## src/rtl/seg7_scan_mux.sv

```systemverilog
// seg7_scan_mux: multiplexed hex driver for NUM_DIGITS common-anode 7-segment
// digits. Values are captured into a shadow register on load and copied to
// the display register only at frame boundaries, so a frame never tears.
// Each digit slot opens with BLANK_CYCLES of all-dark outputs (anti-ghosting).
// Optional feature macro: SEG7_LEADING_ZERO_BLANK_EN adds input lz_blank,
// which suppresses leading zero digits (digit 0 is always shown).
module seg7_scan_mux #(
   parameter int NUM_DIGITS   = 4,
   parameter int REFRESH_DIV  = 50000,
   parameter int BLANK_CYCLES = 500
) (
   input  logic                    clk,
   input  logic                    rst,
   input  logic [4*NUM_DIGITS-1:0] value,
   input  logic [NUM_DIGITS-1:0]   digit_blank,
   input  logic                    load,
`ifdef SEG7_LEADING_ZERO_BLANK_EN
   input  logic                    lz_blank,
`endif
   output logic [6:0]              seg_n,
   output logic [NUM_DIGITS-1:0]   an_n,
   output logic                    frame_tick,
   output logic                    busy
);

   localparam int IW = (NUM_DIGITS > 1) ? $clog2(NUM_DIGITS) : 1;
   localparam int PW = $clog2(REFRESH_DIV);
   localparam logic [IW-1:0] IDX_LAST   = IW'(NUM_DIGITS - 1);
   localparam logic [PW-1:0] PRESC_LAST = PW'(REFRESH_DIV - 1);

   // scan state
   logic [PW-1:0]           r_presc;
   logic [IW-1:0]           r_idx;
   // capture / display buffers
   logic [4*NUM_DIGITS-1:0] r_shadow_val;
   logic [NUM_DIGITS-1:0]   r_shadow_blank;
   logic [4*NUM_DIGITS-1:0] r_disp_val;
   logic [NUM_DIGITS-1:0]   r_disp_blank;
   logic                    r_pending;
   // registered outputs
   logic [6:0]              r_seg_n;
   logic [NUM_DIGITS-1:0]   r_an_n;
   logic                    r_frame_tick;

   logic                    w_slot_end;
   logic                    w_frame_end;
   logic                    w_dead;
   logic [3:0]              w_nib [NUM_DIGITS];
   logic [3:0]              w_cur_nib;
   logic [6:0]              w_seg_on;
   logic [NUM_DIGITS-1:0]   w_an_sel;
   logic [NUM_DIGITS-1:0]   w_eff_blank;

   assign w_slot_end  = (r_presc == PRESC_LAST);
   assign w_frame_end = w_slot_end && (r_idx == IDX_LAST);

   // Dead interval at the start of each slot; a zero-length interval needs no compare.
   generate
      if (BLANK_CYCLES == 0) begin : g_no_dead
         assign w_dead = 1'b0;
      end else begin : g_dead
         assign w_dead = (r_presc < PW'(BLANK_CYCLES));
      end
   endgenerate

   // Per-digit views of the display register and the one-hot anode select.
   generate
      for (genvar gi = 0; gi < NUM_DIGITS; gi++) begin : g_digit
         assign w_nib[gi]    = r_disp_val[4*gi +: 4];
         assign w_an_sel[gi] = (r_idx == IW'(gi));
      end
   endgenerate

   assign w_cur_nib = w_nib[r_idx];

`ifdef SEG7_LEADING_ZERO_BLANK_EN
   // A digit above 0 is a leading zero when it and every higher digit are zero.
   logic [NUM_DIGITS-1:0] w_dig_zero;
   logic [NUM_DIGITS-1:0] w_lz_sup;
   generate
      for (genvar gi = 0; gi < NUM_DIGITS; gi++) begin : g_lz
         assign w_dig_zero[gi] = (w_nib[gi] == 4'h0);
         if (gi == 0) begin : g_lsd
            assign w_lz_sup[gi] = 1'b0;
         end else begin : g_upper
            assign w_lz_sup[gi] = &w_dig_zero[NUM_DIGITS-1:gi];
         end
      end
   endgenerate
   assign w_eff_blank = r_disp_blank | (w_lz_sup & {NUM_DIGITS{lz_blank}});
`else
   assign w_eff_blank = r_disp_blank;
`endif

   // Hex nibble to active-high segments, bit 6 = a ... bit 0 = g.
   always_comb begin
      w_seg_on = 7'b0000000;
      case (w_cur_nib)
         4'h0: w_seg_on = 7'b1111110;
         4'h1: w_seg_on = 7'b0110000;
         4'h2: w_seg_on = 7'b1101101;
         4'h3: w_seg_on = 7'b1111001;
         4'h4: w_seg_on = 7'b0110011;
         4'h5: w_seg_on = 7'b1011011;
         4'h6: w_seg_on = 7'b1011111;
         4'h7: w_seg_on = 7'b1110000;
         4'h8: w_seg_on = 7'b1111111;
         4'h9: w_seg_on = 7'b1111011;
         4'hA: w_seg_on = 7'b1110111;
         4'hB: w_seg_on = 7'b0011111;
         4'hC: w_seg_on = 7'b1001110;
         4'hD: w_seg_on = 7'b0111101;
         4'hE: w_seg_on = 7'b1001111;
         4'hF: w_seg_on = 7'b1000111;
         default: w_seg_on = 7'b0000000;
      endcase
   end

   // Refresh prescaler: counts cycles within one digit slot.
   always_ff @(posedge clk) begin
      if (rst) begin
         r_presc <= '0;
      end else if (w_slot_end) begin
         r_presc <= '0;
      end else begin
         r_presc <= r_presc + 1'b1;
      end
   end

   // Digit index: advances at every slot end and wraps after the last digit.
   always_ff @(posedge clk) begin
      if (rst) begin
         r_idx <= '0;
      end else if (w_slot_end) begin
         if (r_idx == IDX_LAST) begin
            r_idx <= '0;
         end else begin
            r_idx <= r_idx + 1'b1;
         end
      end
   end

   // Capture into shadow on load; commit shadow at the frame boundary.
   // A load coinciding with the commit is written after it, so the old shadow
   // is committed and the new value stays pending for the next frame.
   always_ff @(posedge clk) begin
      if (rst) begin
         r_shadow_val   <= '0;
         r_shadow_blank <= '0;
         r_disp_val     <= '0;
         r_disp_blank   <= '0;
         r_pending      <= 1'b0;
      end else begin
         if (w_frame_end && r_pending) begin
            r_disp_val   <= r_shadow_val;
            r_disp_blank <= r_shadow_blank;
            r_pending    <= 1'b0;
         end
         if (load) begin
            r_shadow_val   <= value;
            r_shadow_blank <= digit_blank;
            r_pending      <= 1'b1;
         end
      end
   end

   // Frame tick: one-cycle pulse after the index wraps to 0.
   always_ff @(posedge clk) begin
      if (rst) begin
         r_frame_tick <= 1'b0;
      end else begin
         r_frame_tick <= w_frame_end;
      end
   end

   // Output register: one cycle behind the scan state, dark in the dead interval.
   always_ff @(posedge clk) begin
      if (rst) begin
         r_seg_n <= 7'b1111111;
         r_an_n  <= '1;
      end else if (w_dead) begin
         r_seg_n <= 7'b1111111;
         r_an_n  <= '1;
      end else begin
         r_seg_n <= ~w_seg_on;
         r_an_n  <= w_eff_blank[r_idx] ? '1 : ~w_an_sel;
      end
   end

   assign seg_n      = r_seg_n;
   assign an_n       = r_an_n;
   assign frame_tick = r_frame_tick;
   assign busy       = r_pending;

endmodule

```

## config.mk

```make
export PLATFORM = sky130hd
export DESIGN_NAME = seg7_scan_mux
export DESIGN_NICKNAME = d
export VERILOG_FILES = /design/src/rtl/seg7_scan_mux.sv
export SDC_FILE = /design/constraint.sdc
export NUM_CORES = 1
export LEC_CHECK = 0
export BUFFER_PORTS_ARGS = -buffer_cell sky130_fd_sc_hd__buf_2
export CAP_MARGIN = 20
export CORE_MARGIN = 5
export CORE_UTILIZATION = 57
export DETAILED_ROUTE_END_ITERATION = 8
export PLACE_DENSITY = 0.81
export SLEW_MARGIN = 20
export SYNTH_ARGS = -nofsm -noshare
export SYNTH_HDL_FRONTEND = slang
export SYNTH_SLANG_ARGS = --single-unit
```

## constraint.sdc

```tcl
create_clock -name clk -period 2.7 [get_ports clk]
set_input_delay 0.135 -clock clk [delete_from_list [all_inputs] [get_ports clk]]
set_output_delay 0.135 -clock clk [all_outputs]
set_load 0.02 [all_outputs]
```

[Word-level counts from Yosys, hierarchy flattened]
Memories as Yosys holds them, arrays and structs flattened.
Index checks and enable logic that the tools add are counted.
Storage, ports and cells
  register bits after elaboration: 71
  bits in read-only memories: 112
  input port bits: 23
  word-level logic and storage cells: 38
  memories: 1
Operators by class
  add/sub/neg operators: 2
  magnitude comparators: 3
  eq/ne operators: 4
  mux-type cells: 8
  bitwise operators: 3
  reductions and logical operators: 7
Memory list
  (no name shown): depth 16, bits a word 7, read ports 1, clocked after Yosys merged registers in 0, write ports 0, line 98  | case (w_cur_nib)
Operators with widths (number)
  16-bit by 1-bit adder with 16-bit output, second input constant: 1
  16-bit equality test, second input constant: 1
  16-bit by 9-bit less-than comparator with 1-bit output, second input constant: 1
  4-bit binary-select mux with 2-bit select: 1
  4-bit 2-to-1 mux: 2
  7-bit inverter: 1
  2-bit equality test, second input constant: 2
  4-bit inverter: 1
  2-bit OR reduction: 2
  3-bit greater-or-equal comparator, second input constant: 1
  2-bit by 3-bit less-than comparator with 1-bit output, second input constant: 1
  1-bit 2-to-1 mux: 3
  2-bit inverter with 3-bit output: 1
  3-bit OR reduction: 1
  2-bit by 1-bit adder with 2-bit output, second input constant: 1
  1-bit binary-select mux with 2-bit select: 1
  2-bit by 1-bit equality test with 1-bit output, second input constant: 1
  1-bit logical AND: 2
  2-bit logical NOT: 1
  2-bit 2-to-1 mux: 1
  2-bit nonzero test: 1

[Logic depth before layout (Yosys ltp)]
An unclocked memory read counts as a cell.
  depth after elaboration: 6
  gate-level depth with buffers: 9

[Least setup slack after synthesis]
OpenSTA, ideal clock, no wires.
  path type: reg-to-reg
  start: register r_idx[0]
  end: register r_seg_n[6], in the netlist seg_n[6]
  arrival time: 1.960 ns
  path slack: 0.598 ns
  cell stages (with the launch flop): 8
  clock period less this slack: 2.102 ns
  cells stage by stage: dfxtp_1 > buf_2 > mux4_2 > ha_1 > nor3_1 > a311oi_1 > nor3_1 > o21ai_0
On the way
  word-level cells in the longest chain between the ends: 6
Ends and longest elaborated chain
  start, declared: line 33  | logic [IW-1:0] r_idx;
  start signal, assigned: line 138  | r_idx <= r_idx + 1'b1;
  2-bit inverter with 3-bit output (not written as such): line 74  | assign w_cur_nib = w_nib[r_idx];
  4-bit binary-select mux with 2-bit select: line 74
  4-bit 2-to-1 mux (not written as such) (2 in a row): line 74
  memory read 16 x 7 bit
  7-bit inverter: line 185  | r_seg_n <= ~w_seg_on;
  end signal, assigned: line 185
  end, declared: line 41  | logic [6:0] r_seg_n;
No other way between the ends. The select of a mux whose other input is x is not followed.
A chain may end at the register's enable or synchronous reset.

[Worst setup path in the final report]
  start: register r_idx[0]
  end: register r_seg_n[0], in the netlist seg_n[0]
Same word-level chain as after synthesis.

==> metrics <==
outcome=complete, no violations; static leakage=1.287 nW; clk_lat worst skew=350 ps; Core ar.=0.005172 mm^2; cell accounting for the most synthesized area=dfxtp_1; synth unique cells=39; total gr overflow=0; Via Count=2,289; Site Rows=26; io pins=36; largest net degree at the start of global routing=47; Synth Instances=330; clock skew=8.820 ps; ANT nets after route=0; first-pass GRT wire length=10,130 um; number of global-route vias before repair=2,225; YS warnings=0; top cell type's share of synthesized area=46.41%; period utilization=75.18%; Fin. Hold Viols=0; Iter 0 DRT Violations=186; register bit total from synthesis=71; Final Worst Setup Slack=670.1 ps; number of enable flip-flop cells after synthesis=0; Pint=1.489 mW; Mean Syn Cell Area=9.282 um^2; Die Footprint=0.006940 mm^2; Tightest Hold Check Type=primary input to register; Post-Route Utilization=66.79%; CP Data Arrival Time=2280 ps; DRC violations left=0; hpwl dp=3997 um; DR WL/cell=12.90 um; Post CTS Setup Buffer Count=0; gr usage total=17.61%; initial antenna violation count=0; DP Worst Slack=690.2 ps; Comb pwr share=3.9%; # hold bufs at CTS=0; post-synthesis sequential area ratio=46.41%; Slew Limit Fails=0; sequential share of power=56.0%; Pre-antenna DRT Iters=4; CP required=2950 ps; CTS tree=done; top_reg_cell synth=dfxtp_1; cells taking the most area after synthesis=dfxtp_1 (46%), mux2i_1 (9.2%), nand2_1 (7.0%); Syn-to-layout area delta=12.79%; Max-slew headroom=36.69%; layout cells sized above 1=21.20%; Max Cap Violations=0; H-tree Lvls=3; TritonCTS buffer count=9; Sw Pwr=0.4458 mW; most frequent cell after synthesis=dfxtp_1; VDD IR max=0.0005019 V; Sink Count=71; TNS Setup=0 ps; CP Capture Type=register; Syn Nets=364; critical setup path kind=register to register; global placement routability congestion=0.8336; Worst-path clk slew=70 ps; vias per cell=5.226; # diodes=0; Die Ht=83.31 um; Fillers=421; Initial Utilization=59.22%; Tot Pwr=1.935 mW; Pwr Density=560.1 mW/mm^2; RSZ-0062 raised after global routing=false; Post-synth top cells=dfxtp_1 (71), nand2_1 (57), nor2_1 (46); CP Launch Type=register; CP Max Fanout=11; # resized after CTS=0; Slew @ Worst Pin=949.7 ps; Routed WL=5652 um; dpl cells=422; CTS Buffer Depth=2; Root Driver=clkbuf_8; asr flop ratio synth=0%; final count of negative-setup-slack endpoints=0; synthesized cell area=0.003063 mm^2; minimum clock period=2030 ps; Nets=397; I/O Buffers=35; Clock power frac=40.1%; Horiz. Die Dim=83.31 um; fin cells=438; Max Freq=0.4926 GHz; Sw Share=23.04%
layout make-up:
type | count | area [um^2] | area share (%)
multi-input combinational | 231 | 1515 | 43.86
sequential | 71 | 1421 | 41.14
timing repair buffer | 39 | 205.2 | 5.940
clock buffer | 12 | 155.1 | 4.491
tap | 70 | 87.58 | 2.535
inverter | 11 | 41.29 | 1.195
clock inverter | 4 | 28.78 | 0.8330
per-layer routing:
metal / part of all wire [%] / vias up / GRT usage (%)
li1: - / 1176 / -
met1: 46 / 1061 / 21.90
met5: 0 / - / 0
met2: 47 / 44 / 27.70
met3: 5.6 / 8 / 7.723
met4: 1.2 / 0 / 4.903
cells by family after synthesis:
family / share of synthesized area, %
buffers and inverters: 4.126
DFF: 46.41
xor gates and xnor gates: 4.003
AOI/OAI and AO/OA: 9.151
muxes: 12.83
adders and majority gates: 4.493
and+or+nand+nor: 19.00
through the flow:
step                      instance area [um^2]  hold slack (ps)
after floorplan                           3063            282.2
after global placement                    3271            366.9
after detailed placement                  3271            379.0
after CTS                                 3455            10.02
after global routing                      3455            7.469
final                                     3455            21.82
registers in the layout (all words and copies together) (netlist names):
signal	cells
r_disp_blank	4
an_n	4
r_disp_val	16
r_idx	2
r_presc	16
r_shadow_val	16
r_shadow_blank	4
busy	1
frame_tick	1
seg_n	7
worst max-delay path, cell delays in order (launching register included):
cell and delay (ps):
dfxtp_1 430, buf_4 240, mux2_2 370, mux2i_1 480
nand2b_1 190, o221ai_1 230
power groups by stage:
stage                     clock (mW)  sequential [mW]  combinational, mW
after detailed placement           0             1.11             0.0765
final                          0.776             1.08             0.0756
after global routing           0.850             1.09             0.0871
after CTS                      0.793             1.08             0.0769
after global placement             0             1.11             0.0737
after floorplan                    0             1.10             0.0537
placed cells by master, fill, tap and decap left out, types with 2 or more instances in the layout:
| cell | count |
|---|---|
| buf_4 | 4 |
| ha_1 | 11 |
| nand4_1 | 2 |
| o21ai_0 | 8 |
| mux2_2 | 2 |
| mux4_2 | 4 |
| or3_1 | 3 |
| xnor2_1 | 11 |
| clkbuf_8 | 11 |
| buf_2 | 35 |
| dfxtp_1 | 71 |
| o221ai_1 | 2 |
| nor3_1 | 6 |
| a211oi_1 | 2 |
| or2_2 | 2 |
| nand2_1 | 57 |
| a21oi_2 | 13 |
| nand3_1 | 4 |
| a21oi_1 | 12 |
| and3_1 | 2 |
| clkinvlp_4 | 2 |
| xor2_1 | 3 |
| inv_1 | 11 |
| mux2i_1 | 28 |
| nor2_1 | 46 |
path summary, 6_finish.rpt:
path	start	to	slack (ps)	cells after the start
worst min-delay path	digit_blank[3]	r_shadow_blank[3]$_SDFFE_PP0P_	20	3
worst max-delay path	r_idx[0]$_SDFFE_PP0N_	seg_n[0]$_SDFF_PP1_	670	5
worst min register to register	r_shadow_val[7]$_SDFFE_PP0P_	r_disp_val[7]$_SDFFE_PP0P_	460	2
worst max register to register	r_idx[0]$_SDFFE_PP0N_	seg_n[0]$_SDFF_PP1_	670	5
(Power assumes the default switching activity.)
